File: config.mk
export PLATFORM = sky130hd
export DESIGN_NAME = axis_ramp_generator
export DESIGN_NICKNAME = d
export VERILOG_FILES = /design/src/rtl/axis_ramp_generator.sv
export SDC_FILE = /design/constraint.sdc
export NUM_CORES = 1
export LEC_CHECK = 0
export CAP_MARGIN = 20
export CORE_ASPECT_RATIO = 1.1
export CORE_MARGIN = 5
export CORE_UTILIZATION = 45
export CTS_CLUSTER_DIAMETER = 50
export DETAILED_ROUTE_END_ITERATION = 8
export GPL_TIMING_DRIVEN = 0
export PLACE_DENSITY = 0.79
export SYNTH_ARGS = -nofsm -noshare
export SYNTH_HDL_FRONTEND = slang
export SYNTH_SLANG_ARGS = --single-unit
File: constraint.sdc
create_clock -name aclk -period 9.7 [get_ports aclk]
set_input_delay 1.455 -clock aclk [delete_from_list [all_inputs] [get_ports aclk]]
set_output_delay 1.455 -clock aclk [all_outputs]
set_load 0.02 [all_outputs]
File: src/rtl/axis_ramp_generator.sv
// ---------------------------------------------------------------------------
// axis_ramp_generator
//
// AXI4-Stream test-pattern source. A trigger starts a run of framed ramps.
// Each packet begins at a latched start value and advances by a latched step
// on every accepted beat. The last beat of each packet carries tlast. A run
// lasts a fixed number of packets, or runs continuously until a stop request
// is seen; the run then ends at the next packet boundary.
//
// Parameters:
//   AXIS_TDATA_WIDTH - ramp sample width
//   CNTR_WIDTH       - beat / packet counter width
//
// Ports:
//   aclk, areset            - clock, synchronous active-high reset
//   cfg_start, cfg_step     - first sample and per-beat increment
//   cfg_length              - beats per packet (0: trigger ignored)
//   cfg_packets             - packets per run (0: continuous)
//   trigger, stop           - level-sampled run start / end request
//   m_axis_t*               - AXI4-Stream master (tdata/tvalid/tready/tlast)
//   sts_busy                - high while a run is in progress
//   sts_packets             - packets completed in the current or last run
// ---------------------------------------------------------------------------
module axis_ramp_generator #(
  parameter int AXIS_TDATA_WIDTH = 32,
  parameter int CNTR_WIDTH       = 16
) (
  input  logic                        aclk,
  input  logic                        areset,
  input  logic [AXIS_TDATA_WIDTH-1:0] cfg_start,
  input  logic [AXIS_TDATA_WIDTH-1:0] cfg_step,
  input  logic [CNTR_WIDTH-1:0]       cfg_length,
  input  logic [CNTR_WIDTH-1:0]       cfg_packets,
  input  logic                        trigger,
  input  logic                        stop,
  output logic [AXIS_TDATA_WIDTH-1:0] m_axis_tdata,
  output logic                        m_axis_tvalid,
  input  logic                        m_axis_tready,
  output logic                        m_axis_tlast,
  output logic                        sts_busy,
  output logic [CNTR_WIDTH-1:0]       sts_packets
);

  typedef enum logic [0:0] {
    IDLE = 1'b0,
    RUN  = 1'b1
  } state_t;

  localparam logic [CNTR_WIDTH-1:0] CNT_ZERO = '0;
  localparam logic [CNTR_WIDTH-1:0] CNT_ONE  = {{(CNTR_WIDTH-1){1'b0}}, 1'b1};

  state_t                      state_r,     state_nxt;
  logic [AXIS_TDATA_WIDTH-1:0] start_r,     start_nxt;
  logic [AXIS_TDATA_WIDTH-1:0] step_r,      step_nxt;
  logic [CNTR_WIDTH-1:0]       length_r,    length_nxt;
  logic [CNTR_WIDTH-1:0]       packets_r,   packets_nxt;
  logic [CNTR_WIDTH-1:0]       beat_r,      beat_nxt;
  logic [AXIS_TDATA_WIDTH-1:0] tdata_r,     tdata_nxt;
  logic [CNTR_WIDTH-1:0]       pkt_cnt_r,   pkt_cnt_nxt;
  logic                        stop_pend_r, stop_pend_nxt;

  logic                  run_s;
  logic                  last_beat_s;
  logic                  handshake_s;
  logic                  stop_now_s;
  logic [CNTR_WIDTH-1:0] pkt_inc_s;

  // Output decodes straight from registers: valid/busy are the RUN state,
  // tlast compares the beat counter against the latched length.
  assign run_s         = (state_r == RUN);
  assign last_beat_s   = (beat_r == (length_r - CNT_ONE));
  assign handshake_s   = run_s & m_axis_tready;
  // A stop seen on the final handshake counts as already pending.
  assign stop_now_s    = stop_pend_r | stop;
  assign pkt_inc_s     = pkt_cnt_r + CNT_ONE;

  assign m_axis_tvalid = run_s;
  assign m_axis_tlast  = run_s & last_beat_s;
  assign m_axis_tdata  = tdata_r;
  assign sts_busy      = run_s;
  assign sts_packets   = pkt_cnt_r;

  // State and datapath registers, cleared by the synchronous reset.
  always_ff @(posedge aclk) begin
    if (areset) begin
      state_r     <= IDLE;
      start_r     <= '0;
      step_r      <= '0;
      length_r    <= '0;
      packets_r   <= '0;
      beat_r      <= '0;
      tdata_r     <= '0;
      pkt_cnt_r   <= '0;
      stop_pend_r <= 1'b0;
    end else begin
      state_r     <= state_nxt;
      start_r     <= start_nxt;
      step_r      <= step_nxt;
      length_r    <= length_nxt;
      packets_r   <= packets_nxt;
      beat_r      <= beat_nxt;
      tdata_r     <= tdata_nxt;
      pkt_cnt_r   <= pkt_cnt_nxt;
      stop_pend_r <= stop_pend_nxt;
    end
  end

  // Next-state and datapath update for IDLE/RUN.
  always_comb begin
    state_nxt     = state_r;
    start_nxt     = start_r;
    step_nxt      = step_r;
    length_nxt    = length_r;
    packets_nxt   = packets_r;
    beat_nxt      = beat_r;
    tdata_nxt     = tdata_r;
    pkt_cnt_nxt   = pkt_cnt_r;
    stop_pend_nxt = stop_pend_r;

    case (state_r)
      IDLE: begin
        // A zero-length packet could never produce tlast, so such a
        // trigger is dropped rather than starting an endless packet.
        if (trigger && (cfg_length != CNT_ZERO)) begin
          start_nxt     = cfg_start;
          step_nxt      = cfg_step;
          length_nxt    = cfg_length;
          packets_nxt   = cfg_packets;
          tdata_nxt     = cfg_start;
          beat_nxt      = CNT_ZERO;
          pkt_cnt_nxt   = CNT_ZERO;
          stop_pend_nxt = 1'b0;
          state_nxt     = RUN;
        end else begin
          stop_pend_nxt = 1'b0;
        end
      end

      RUN: begin
        if (handshake_s) begin
          if (last_beat_s) begin
            beat_nxt    = CNT_ZERO;
            tdata_nxt   = start_r;
            pkt_cnt_nxt = pkt_inc_s;
            if (((packets_r != CNT_ZERO) && (pkt_inc_s == packets_r)) || stop_now_s) begin
              state_nxt     = IDLE;
              stop_pend_nxt = 1'b0;
            end else begin
              stop_pend_nxt = stop_now_s;
            end
          end else begin
            beat_nxt      = beat_r + CNT_ONE;
            tdata_nxt     = tdata_r + step_r;
            stop_pend_nxt = stop_now_s;
          end
        end else begin
          stop_pend_nxt = stop_now_s;
        end
      end

      default: begin
        state_nxt     = IDLE;
        stop_pend_nxt = 1'b0;
      end
    endcase
  end

endmodule

==> impl_metrics.yaml <==
clock_network:
  clock_path_buffers: 2
  root_buffer: "clkbuf_16"
  cts.clk_slew.worst_paths_ns: 0.06
  post-cts-setup-buffers: 0
  numCtsBuffers: 17
  htreeDepth: 4
  cts_tree: "built"
  clk_latency_ns: 0.43
  clock-sinks: 162
  hold_buffers: 0
  cts_resized: 0
critical_path:
  critical_path.startpoint_type: "flop"
  cp.required_ns: 8.25
  arrival_ns: 3.91
  crit_path_max_incr_delay_ns: 0.73
  crit_type: "flop to primary output"
  critPathMaxFanout: 8
  cp_slowest_cell: "clkdlybuf4s50_1"
  endpoint_kind: "primary output"
  crit_chain: "or4_1 -> clkbuf_1 -> nor3_2 -> xor2_1 -> o221a_2 -> o21ai_0 -> nand4b_1 -> nor4_1 -> clkdlybuf4s50_1"
placement:
  routabilityCongestion: 0.941
  io_buffers: 150
  dp.final_hpwl_um: 22700
floorplanning:
  die_h_um: 160
  core_um2: 19900
  die-width_um: 146
  start_util: 0.460
  dieArea_um2: 23300
  rows: 54
  io_pins: 152
yosys:
  ys_warn_count: 0
  synth_top_cell_area_share: 0.354
  synth_top_flop_cell: "dfxtp_1"
  synth_cells: 1245
  synth_common_cells: "nand2_1 (305), a21oi_1 (180), dfxtp_1 (162)"
  synth.distinct_cells: 65
  synth-edff-count: 0
  ys_seq_elements: 162
  yosys.area.top_type: "dfxtp_1"
  synthesis.nets: 1381
  synth_top_cells_by_area: "dfxtp_1 (35%), nand2_1 (12%), a21oi_1 (9.8%), ha_1 (4.6%), xnor2_1 (3.9%)"
  ys_seq_area_frac: 0.354
  async_flop_share: 0
  netlist_area_um2: 9170
  syn_avg_cell_area_um2: 7.37
  synth.most_common_cell: "nand2_1"
finish:
  drive_gt1_frac: 0.0378
  fin_util: 0.583
  fill_cells: 1853
  syn2layout_area_growth_pct: 26.8
  nets: 1550
  diodes: 0
pwr:
  powerDensity_nw_per_um2: 160
  static-leakage-power_nw: 4.42
  vdd.ir_drop.worst_v: 0.000129
sta:
  hold_violations: 0
  rsz0062_at_grt: "false"
  relSlewSlack: 0.444
  tns_ns: 0
  drv_slew: 0
  finalCritPeriodShare: 0.553
  finalSetupViolCount: 0
  period_minus_slack_ns: 5.36
  worst_pin_slew_ns: 0.834
  clock_skew_ns: 0.0103
  max_freq_mhz: 186
outcome:
  status: "complete, no violations"
grt:
  grt.total_usage: 0.248
  grt_pass1_vias: 9101
  overflow: 0
  grt_start_max_net_pins: 17
  antenna_found_initial: 0
  grt_pass1_wl_um: 47000
routing:
  ant_nets: 0
  dr_wl_met3_um: 2800
  wire_per_inst_um: 18.1
  wl_um: 30400
  top_layer: "met4"
  vias_per_cell: 5.86
  met2WireLength_um: 14400
  detailroute.via_count: 9839
  drt_first_pass_iters: 8
  drt_iter0_drc: 893
  drc: 0
  drt-met1-wl_um: 12400
job:
  cap_violations: 0
min_path:
  hold_path.class: "flop to flop"
## area by class of cell
cell class              instances  area (um2)  area share
well taps                     252         315      0.0271
clock inverters                14         200      0.0172
clock buffers                  18         439      0.0378
inverters                      14        52.6     0.00452
plain buffers                  79         319      0.0274
multi-input cells             990        5560       0.478
repair buffers                150        1500       0.129
flip-flops and latches        162        3240       0.279
## where the power goes
part / leakage, nW / switching (mW) / internal (mW)
Clock: 0.316 / 0.298 / 0.443
Combinational: 2.77 / 0.220 / 0.163
Sequential: 1.33 / 0.0357 / 0.703
Total: 4.42 / 0.554 / 1.31
## per-stage QoR
step	instances	hold WS, ns	area, um2	setup slack [ns]	power [mW]
2_1_floorplan	1245	0.431	9170	5.60	0.975
3_3_place_gp	1647	0.440	11000	4.87	1.12
3_5_place_dp	1647	0.447	11000	4.84	1.13
4_1_cts	1679	0.455	11600	4.33	1.86
5_1_grt	1679	0.474	11600	4.11	1.93
6_report	1679	0.456	11600	4.34	1.86
## cell families (layout without fill, tap and decap cells)
| group | after synthesis | in the layout | synth area share |
|---|---|---|---|
| buffers and inverters | 93 | 275 | 0.0405 |
| adders and majority gates | 35 | 35 | 0.0486 |
| AOI/OAI and AO/OA | 340 | 340 | 0.219 |
| and+or+nand+nor | 543 | 543 | 0.269 |
| DFF | 162 | 162 | 0.354 |
| muxes | 5 | 5 | 0.00559 |
| xor gates and xnor gates | 67 | 67 | 0.0640 |
## state kept, by name, indices dropped and copies added, names as in the netlist
| register | flops |
|---|---|
| start_r | 32 |
| stop_pend_r | 1 |
| step_r | 32 |
| m_axis_tdata | 32 |
| packets_r | 16 |
| m_axis_tvalid | 1 |
| beat_r | 16 |
| length_r | 16 |
| sts_packets | 16 |
## metal layers
| metal | up-vias | track usage |
|---|---|---|
| met3 | 65 | 0.0476 |
| met2 | 501 | 0.425 |
| met5 | - | 0 |
| met4 | 0 | 0.0701 |
| met1 | 4577 | 0.317 |
| li1 | 4696 | - |
## critical path: cells and delay by family, from the launching register on
kind	cells	cell delay [ns]
AOI/OAI and AO/OA	2	0.56
and+or+nand+nor	4	1.50
xor gates and xnor gates	1	0.11
DFF	1	0.39
buffers and inverters	2	0.93
## placed cells by master (no fill, tap or decap), types with 18 or more instances in the layout
master,instances
nand2_1,305
a21oi_1,180
dfxtp_1,162
clkdlybuf4s50_1,150
nor2_1,72
clkbuf_1,63
o21ai_0,63
xnor2_1,41
ha_1,34
xor2_1,26
nor3_1,23
nand3_1,23
nor4_1,18
## worst paths after layout
path              startpoint                to  slack (ns)  depth (start not counted)
max              length_r[4]      m_axis_tlast        4.34                          9
min               start_r[0]        start_r[0]        0.46                          2
max reg2reg  m_axis_tdata[0]  m_axis_tdata[30]        5.92                         13
min reg2reg       start_r[0]        start_r[0]        0.46                          2
Note: power is estimated with default switching activity, not from simulation.
